==> config.mk <==
export PLATFORM = sky130hd
export DESIGN_NAME = serial_tx_framer
export DESIGN_NICKNAME = d
export VERILOG_FILES = /design/src/rtl/serial_tx_framer.sv
export SDC_FILE = /design/constraint.sdc
export NUM_CORES = 1
export LEC_CHECK = 0
export ABC_CLOCK_PERIOD_IN_PS = 9540
export BUFFER_PORTS_ARGS = -buffer_cell sky130_fd_sc_hd__clkbuf_2
export CAP_MARGIN = 10
export CORE_MARGIN = 3
export CORE_UTILIZATION = 59
export DETAILED_ROUTE_END_ITERATION = 12
export GPL_ROUTABILITY_DRIVEN = 1
export GPL_TIMING_DRIVEN = 0
export PLACE_DENSITY_LB_ADDON = 0.2
export SLEW_MARGIN = 30
export SYNTH_ARGS = -nofsm -noshare
export SYNTH_HDL_FRONTEND = slang
export SYNTH_SLANG_ARGS = --single-unit
==> constraint.sdc <==
create_clock -name i_Clock -period 9.54 [get_ports i_Clock]
set_input_delay 0.954 -clock i_Clock [delete_from_list [all_inputs] [get_ports i_Clock]]
set_output_delay 0.954 -clock i_Clock [all_outputs]
set_load 0.02 [all_outputs]
==> src/rtl/serial_tx_framer.sv <==
// serial_tx_framer: buffers 16-bit words and sends them to a UART transmitter as SYNC/LEN/payload frames.
// Define SERIAL_TX_FRAMER_CHECKSUM_EN to append an XOR checksum byte (CSUM) to every frame.
module serial_tx_framer #(
   parameter int         FRAME_WORDS = 4,
   parameter int         FIFO_DEPTH  = 16,
   parameter logic [7:0] SYNC_BYTE   = 8'hAA
) (
   input  logic        i_Clock,
   input  logic        i_Reset,
   input  logic        i_Word_DV,
   input  logic [15:0] i_Word,
   output logic        o_Word_Ready,
   output logic        o_Tx_DV,
   output logic [7:0]  o_Tx_Byte,
   input  logic        i_Tx_Active,
   input  logic        i_Tx_Done,
   output logic        o_Frame_Done,
   output logic        o_Overflow
);

   localparam int            AW        = (FIFO_DEPTH > 1) ? $clog2(FIFO_DEPTH) : 1;
   localparam int            CW        = AW + 1;
   localparam logic [CW-1:0] DEPTH_C   = CW'(FIFO_DEPTH);
   localparam logic [CW-1:0] FRAME_C   = CW'(FRAME_WORDS);
   localparam logic [7:0]    LEN_BYTE  = 8'(FRAME_WORDS * 2);
   localparam logic [5:0]    LAST_WORD = 6'(FRAME_WORDS);

   typedef enum logic [2:0] {
      IDLE    = 3'd0,
      SYNC    = 3'd1,
      LEN     = 3'd2,
      DATA_HI = 3'd3,
      DATA_LO = 3'd4
`ifdef SERIAL_TX_FRAMER_CHECKSUM_EN
      , CSUM  = 3'd5
`endif
   } state_t;

   logic [15:0]   fifo_mem_r [2**AW];
   logic [AW-1:0] wr_ptr_r, rd_ptr_r;
   logic [CW-1:0] count_r, count_next_s;
   logic          ready_r, overflow_r;
   logic          push_s, pop_s, advance_s;
   logic [15:0]   rd_word_s;

   state_t        state_r, state_next_s;
   logic          tx_dv_r, tx_dv_next_s;
   logic [7:0]    tx_byte_r, tx_byte_next_s;
   logic [7:0]    lo_byte_r, lo_byte_next_s;
   logic [5:0]    word_cnt_r, word_cnt_next_s;
   logic          frame_done_r, frame_done_next_s;
   logic          tx_done_prev_r;

`ifdef SERIAL_TX_FRAMER_CHECKSUM_EN
   logic [7:0]    csum_r, csum_next_s;

   function automatic logic [7:0] csum_update(input logic [7:0] acc, input logic [7:0] b);
      return acc ^ b;
   endfunction
`endif

   assign push_s    = i_Word_DV && ready_r;
   assign rd_word_s = fifo_mem_r[rd_ptr_r];
   // Only a fresh rising edge of Done, after the byte was accepted, moves the frame on
   assign advance_s = !tx_dv_r && i_Tx_Done && !tx_done_prev_r;

   // FIFO occupancy after this cycle's push and pop
   always_comb begin
      count_next_s = count_r;
      case ({push_s, pop_s})
         2'b10:   count_next_s = count_r + CW'(1);
         2'b01:   count_next_s = count_r - CW'(1);
         default: count_next_s = count_r;
      endcase
   end

   // Frame sequencer: byte selection, DV handshake and FIFO pop
   always_comb begin
      state_next_s      = state_r;
      tx_byte_next_s    = tx_byte_r;
      lo_byte_next_s    = lo_byte_r;
      word_cnt_next_s   = word_cnt_r;
      frame_done_next_s = 1'b0;
      pop_s             = 1'b0;
      if (tx_dv_r && i_Tx_Active) begin
         tx_dv_next_s = 1'b0;
      end else begin
         tx_dv_next_s = tx_dv_r;
      end
      case (state_r)
         IDLE: begin
            if (count_r >= FRAME_C && !i_Tx_Active) begin
               state_next_s   = SYNC;
               tx_dv_next_s   = 1'b1;
               tx_byte_next_s = SYNC_BYTE;
            end else begin
               state_next_s   = IDLE;
            end
         end
         SYNC: begin
            if (advance_s) begin
               state_next_s   = LEN;
               tx_dv_next_s   = 1'b1;
               tx_byte_next_s = LEN_BYTE;
            end else begin
               state_next_s   = SYNC;
            end
         end
         LEN, DATA_LO: begin
            if (advance_s && state_r == DATA_LO && word_cnt_r == LAST_WORD) begin
`ifdef SERIAL_TX_FRAMER_CHECKSUM_EN
               state_next_s      = CSUM;
               tx_dv_next_s      = 1'b1;
               tx_byte_next_s    = csum_r;
`else
               state_next_s      = IDLE;
               frame_done_next_s = 1'b1;
`endif
            end else if (advance_s) begin
               state_next_s    = DATA_HI;
               pop_s           = 1'b1;
               tx_dv_next_s    = 1'b1;
               tx_byte_next_s  = rd_word_s[15:8];
               lo_byte_next_s  = rd_word_s[7:0];
               word_cnt_next_s = (state_r == LEN) ? 6'd1 : word_cnt_r + 6'd1;
            end else begin
               state_next_s    = state_r;
            end
         end
         DATA_HI: begin
            if (advance_s) begin
               state_next_s   = DATA_LO;
               tx_dv_next_s   = 1'b1;
               tx_byte_next_s = lo_byte_r;
            end else begin
               state_next_s   = DATA_HI;
            end
         end
`ifdef SERIAL_TX_FRAMER_CHECKSUM_EN
         CSUM: begin
            if (advance_s) begin
               state_next_s      = IDLE;
               frame_done_next_s = 1'b1;
            end else begin
               state_next_s      = CSUM;
            end
         end
`endif
         default: begin
            state_next_s = IDLE;
            tx_dv_next_s = 1'b0;
         end
      endcase
   end

`ifdef SERIAL_TX_FRAMER_CHECKSUM_EN
   // Running XOR over LEN and payload bytes as each is loaded for transmission
   always_comb begin
      csum_next_s = csum_r;
      if (state_next_s != state_r) begin
         case (state_next_s)
            LEN:              csum_next_s = tx_byte_next_s;
            DATA_HI, DATA_LO: csum_next_s = csum_update(csum_r, tx_byte_next_s);
            default:          csum_next_s = csum_r;
         endcase
      end else begin
         csum_next_s = csum_r;
      end
   end
`endif

   // Word storage; contents are don't-care until written
   always_ff @(posedge i_Clock) begin
      if (push_s && !i_Reset) begin
         fifo_mem_r[wr_ptr_r] <= i_Word;
      end
   end

   // Control state, FIFO pointers and registered outputs
   always_ff @(posedge i_Clock) begin
      if (i_Reset) begin
         wr_ptr_r       <= '0;
         rd_ptr_r       <= '0;
         count_r        <= '0;
         ready_r        <= 1'b1;
         overflow_r     <= 1'b0;
         state_r        <= IDLE;
         tx_dv_r        <= 1'b0;
         tx_byte_r      <= 8'h00;
         lo_byte_r      <= 8'h00;
         word_cnt_r     <= 6'd0;
         frame_done_r   <= 1'b0;
         tx_done_prev_r <= i_Tx_Done;
`ifdef SERIAL_TX_FRAMER_CHECKSUM_EN
         csum_r         <= 8'h00;
`endif
      end else begin
         if (push_s) wr_ptr_r <= wr_ptr_r + AW'(1);
         if (pop_s)  rd_ptr_r <= rd_ptr_r + AW'(1);
         if (i_Word_DV && !ready_r) overflow_r <= 1'b1;
         count_r        <= count_next_s;
         ready_r        <= (count_next_s != DEPTH_C);
         state_r        <= state_next_s;
         tx_dv_r        <= tx_dv_next_s;
         tx_byte_r      <= tx_byte_next_s;
         lo_byte_r      <= lo_byte_next_s;
         word_cnt_r     <= word_cnt_next_s;
         frame_done_r   <= frame_done_next_s;
         tx_done_prev_r <= i_Tx_Done;
`ifdef SERIAL_TX_FRAMER_CHECKSUM_EN
         csum_r         <= csum_next_s;
`endif
      end
   end

   assign o_Word_Ready = ready_r;
   assign o_Overflow   = overflow_r;
   assign o_Tx_DV      = tx_dv_r;
   assign o_Tx_Byte    = tx_byte_r;
   assign o_Frame_Done = frame_done_r;

endmodule

* Word level (Yosys, flattened, before mapping)
Memories as Yosys holds them, arrays and structs flattened. A register that Yosys moved wholly into a read port is not among the register bits. Cells that the tools add are included. W data, S select, Z words.
Cells by class: equality and inequality tests 14, bitwise logic cells 2, magnitude comparators 1, reduce and logical (&&, ||, !) cells 21, add/subtract/negate cells 5, muxes and demuxes 27
Operators with widths (number):
- $mux W8 | 5
- $pmux W8 S4 | 1
- $pmux W3 S4 | 1
- $mux W1 | 11
- $ne A2 B2 Y1 const B | 5
- $pmux W5 S2 | 1
- $logic_and A1 B1 Y1 | 9
- $mux W3 | 3
- $add A4 B1 Y4 const B | 2
- $mux W4 | 2
- $add A6 B1 Y6 const B | 1
- $eq A3 B2 Y1 const B | 2
- $eq A6 B3 Y1 const B | 1
- $mux W6 | 1
- $reduce_and A6 Y1 | 1
- $reduce_or A2 Y1 | 3
- $add A5 B1 Y5 const B | 1
- $ge A5 B3 Y1 const B | 1
- $logic_not A1 Y1 | 5
- $ne A5 B5 Y1 const B | 1
- $sub A5 B1 Y5 const B | 1
- $reduce_bool A4 Y1 | 1
- $eq A3 B1 Y1 const B | 1
- $eq A3 B3 Y1 const B | 1
- 8 further kinds | 9
Word-level totals: RAM bits 256, bits in registers 43, output and inout port bits 12, memories kept 1, logic and storage cells 83, input bits 21
Memories:
- fifo_mem_r | depth 16, bits a word 16, read ports 1, clocked after memory_dff 1, write ports 1, line 39 | logic [15:0] fifo_mem_r [2**AW];

* Longest topological paths before layout
word-level depth 10, depth in mapped cells 16, depth with buffers taken out 14

* Least setup slack after synthesis
Ideal clock, no wire load.
kind input-to-reg, start in i_Tx_Done, end reg ready_r (netlist: o_Word_Ready), library setup time 0.082 ns, stages on the path 15, path buffers 3, required time 9.458 ns, arrival 3.916 ns, setup slack 5.542 ns, cells stage by stage or3b_1 -> buf_4 -> a211oi_4 -> nor2_2 -> inv_1 -> buf_2 -> ha_1 -> clkbuf_1 -> xor2_1 -> ha_1 -> o31a_1 -> or3_1 -> a21oi_1 -> mux2_2 -> o2111ai_1
Between the ends: longest elaborated chain between the ends 9, elaborated cells between the ends (all ways) 11, classes of those cells eq/ne: 3; mux: 4; reduce/logical: 4
RTL lines:
- start, declared | line 16 | input logic i_Tx_Done,
- $logic_and A1 B1 Y1 (*) (2 in a row) | line 65 | assign advance_s = !tx_dv_r && i_Tx_Done && !tx_done_prev_r;
- $logic_and A1 B1 Y1 (2 in a row) | line 110 | if (advance_s && state_r == DATA_LO && word_cnt_r == LAST_WORD) begin
- $mux W1 (*) | line 110
- $mux W1 (*) | line 90 | case (state_r)
- $eq A2 B1 Y1 or $eq A2 B2 Y1 (tied branches) | line 70 | case ({push_s, pop_s})
- $pmux W5 S2 (*) | line 70
- $ne A5 B5 Y1 (*) | line 202 | ready_r <= (count_next_s != DEPTH_C);
- end signal, assigned | line 202
- end, declared | line 42 | logic ready_r, overflow_r;
Mark *: on every way between the ends. The rest lies on a longest branch, timed or not. A chain may end at the register's enable or synchronous reset.

* Final worst setup path
Same ends and word-level chain as after synthesis.

==> metrics.csv <==
metric;value;unit
cp.required;9990;ps
fin_total_pwr;2.65;mW
gp_congestion;0.863;
crit_path_end_kind;flip-flop;
rsz0062_at_grt;no;
reg2reg_slack;5560;ps
synth_cells;733;
routed_via_density;6.23;
cts_buffers;29;
skew;8.71;ps
vias;6767;
synth_top_area_share;63.5;%
syn_area;0.0121;mm²
synth_nets;764;
area_growth;13.9;%
port_buffers;31;
crit_path_top_delay_cell;a211oi_4;
first_global_vias;6971;
syn_avg_cell_area;16.5;µm²
worst-path-max-fanout;11;
post-route-min-period;4130;ps
drive_gt1_share;21.5;%
hold_viol_final;0;
relSlewSlack;34.8;%
grt_max_degree;17;
clockRootBuffer;clkbuf_16;
coreArea;0.0198;mm²
power.leakage;4.36;nW
final.setup.tns;0;ps
cts.repair.resized;0;
die-area;0.0223;mm²
die_h;149;µm
overflow;0;
finalMaxSlewViolations;0;
yosys.area.top_type;edfxtp_1;
setup_ws;5410;ps
grt_pass1_wl;40000;µm
crit_type;input pin to flip-flop;
start_util;61.2;%
status;finished clean;
cts_setup_buffers;0;
place_ws;4930;ps
htree_num_levels;1;
synth_edf_count;256;
fill_cells;1260;
crit_chain;clkbuf_2, or3b_1, buf_4, a211oi_4, nor2_2, inv_1, buf_2, ha_1, clkbuf_1, xor2_1, ha_1, o31a_1, or3_1, a21oi_1, mux2_2, o2111ai_1;
start_kind;input pin;
ys_types;53;
fin_nets;832;
antenna_cells;0;
drc;0;
async_flop_share;0;%
antenna_found_initial;0;
cts_tree;done;
io_pins;33;
cp.arrival;4570;ps
clock_sinks;303;
cts_buffer_depth;3;
num_rows;51;
hp-class;flip-flop to flip-flop;
dpl.hpwl;16900;µm
cpMostUsedCell;ha_1;
ctsHoldBuffers;0;
wl;25900;µm
yosysMostFrequentCell;edfxtp_1;
track_usage;23.9;%
drt_pass1_iterations;5;
yosysSeqAreaShare;71.2;%
p_per_area;192;mW/mm²
fin_area;0.0138;mm²
cts.reportedPaths.clkPinSlew;70;ps
drtAntennaViolNets;0;
dpl_cell_area;0.0129;mm²
synth_ff_type;edfxtp_1;
synth-seq-cells;303;
wl_per_cell;23.8;µm
slowest_delay;430;ps
die_w;149;µm
yosys-top-cells-area;edfxtp_1, mux4_2, dfxtp_1;
maxCapViolCount;0;
fin_crit_sh;43.2;%
synth_commonest_cells;edfxtp_1, mux2i_1, dfxtp_1, nor2_1, mux4_2;
max_freq;0.242;GHz
drtIter0Drc;612;
vdd_drop_max;159;µV
setup_viol;0;
worstMarginPinSlew;975;ps
yosysWarnings;0;
clock_latency;540;ps
==> through the flow <==
stage / instances / utilization (%) / hold WS [ps]
2_1_floorplan: 733 / - / 436
6_report: 1087 / 69.7 / 465
5_1_grt: 1087 / 69.7 / 479
3_3_place_gp: 1029 / 63.7 / 446
4_1_cts: 1087 / 69.7 / 460
3_5_place_dp: 1035 / 65.0 / 449
==> worst paths after layout <==
kind                              startpoint      endpoint  cells after the start
worst max-delay path               i_Tx_Done  o_Word_Ready                     16
worst max register to register    state_r[1]  o_Word_Ready                     14
worst min register to register  lo_byte_r[3]  lo_byte_r[3]                      2
worst min-delay path            lo_byte_r[3]  lo_byte_r[3]                      2
==> kinds of logic (layout without fill, tap and decap cells) <==
family	after synthesis	count (layout)	synth area share, %
buffers and inverters	53	142	1.91
adder cells (fa/ha/maj)	10	10	1.03
XOR/XNOR	14	14	1.01
flip-flops	303	303	71.2
multiplexers	99	99	12.8
AO/OA/AOI/OAI	97	97	5.60
AND/OR/NAND/NOR	157	157	6.44
==> flip-flops by register name (all words and copies together) (netlist names), 3 cells and up, named ones only <==
register    count
fifo_mem_r    256
count_r         5
word_cnt_r      6
lo_byte_r       8
o_Tx_Byte       8
rd_ptr_r        4
state_r         3
wr_ptr_r        4
==> area by class of cell <==
type                       count  area, µm²  share of cell area [%]
buffer                        44        198                    1.43
clock buffer                  41        826                    5.99
clock inverter                11        109                   0.789
inverter                       9       33.8                   0.245
multi-input combinational    377       3370                    24.4
sequential                   303       8630                    62.6
tap                          265        332                    2.40
timing repair buffer          37        295                    2.14
==> worst max-delay path: cells and delay by family <==
kind	cells	cell delay (ps)
adder cells (fa/ha/maj)	2	440
XOR/XNOR	1	120
buffers and inverters	5	1000
AO/OA/AOI/OAI	4	900
multiplexers	1	360
AND/OR/NAND/NOR	3	800
==> cells in the final DEF (no fill, tap or decap), drive strengths merged, types with 3 or more instances in the layout <==
cell     count
mux4        44
edfxtp     256
nor2b        6
clkbuf      94
clkinv       7
a311o        4
or3          6
xnor2        5
a22oi       32
nand2       43
o2111ai      3
o21ai        7
and2         4
o221ai       3
ha          10
dfxtp       47
nand2b       5
xor2         9
a21bo        3
mux2         4
nand3       13
inv         10
buf         28
nor3b       10
nor2        48
mux2i       51
o211ai       3
a21oi       30
nor3        11
==> metal layers <==
layer | up-vias | wire [µm] | part of all wire [%] | track usage, %
met5 | - | 41 | 0.16 | 1.36
met4 | 2 | 1130 | 4.4 | 9.79
met3 | 72 | 1660 | 6.4 | 3.65
met2 | 285 | 12600 | 49 | 39.0
met1 | 3414 | 10400 | 40 | 32.8
li1 | 2994 | - | - | -
==> power by group <==
group | internal [mW] | switching [mW]
sequential | 1.45 | 0.00631
clock | 0.654 | 0.460
combinational | 0.0281 | 0.0579
(Power assumes the default switching activity.)
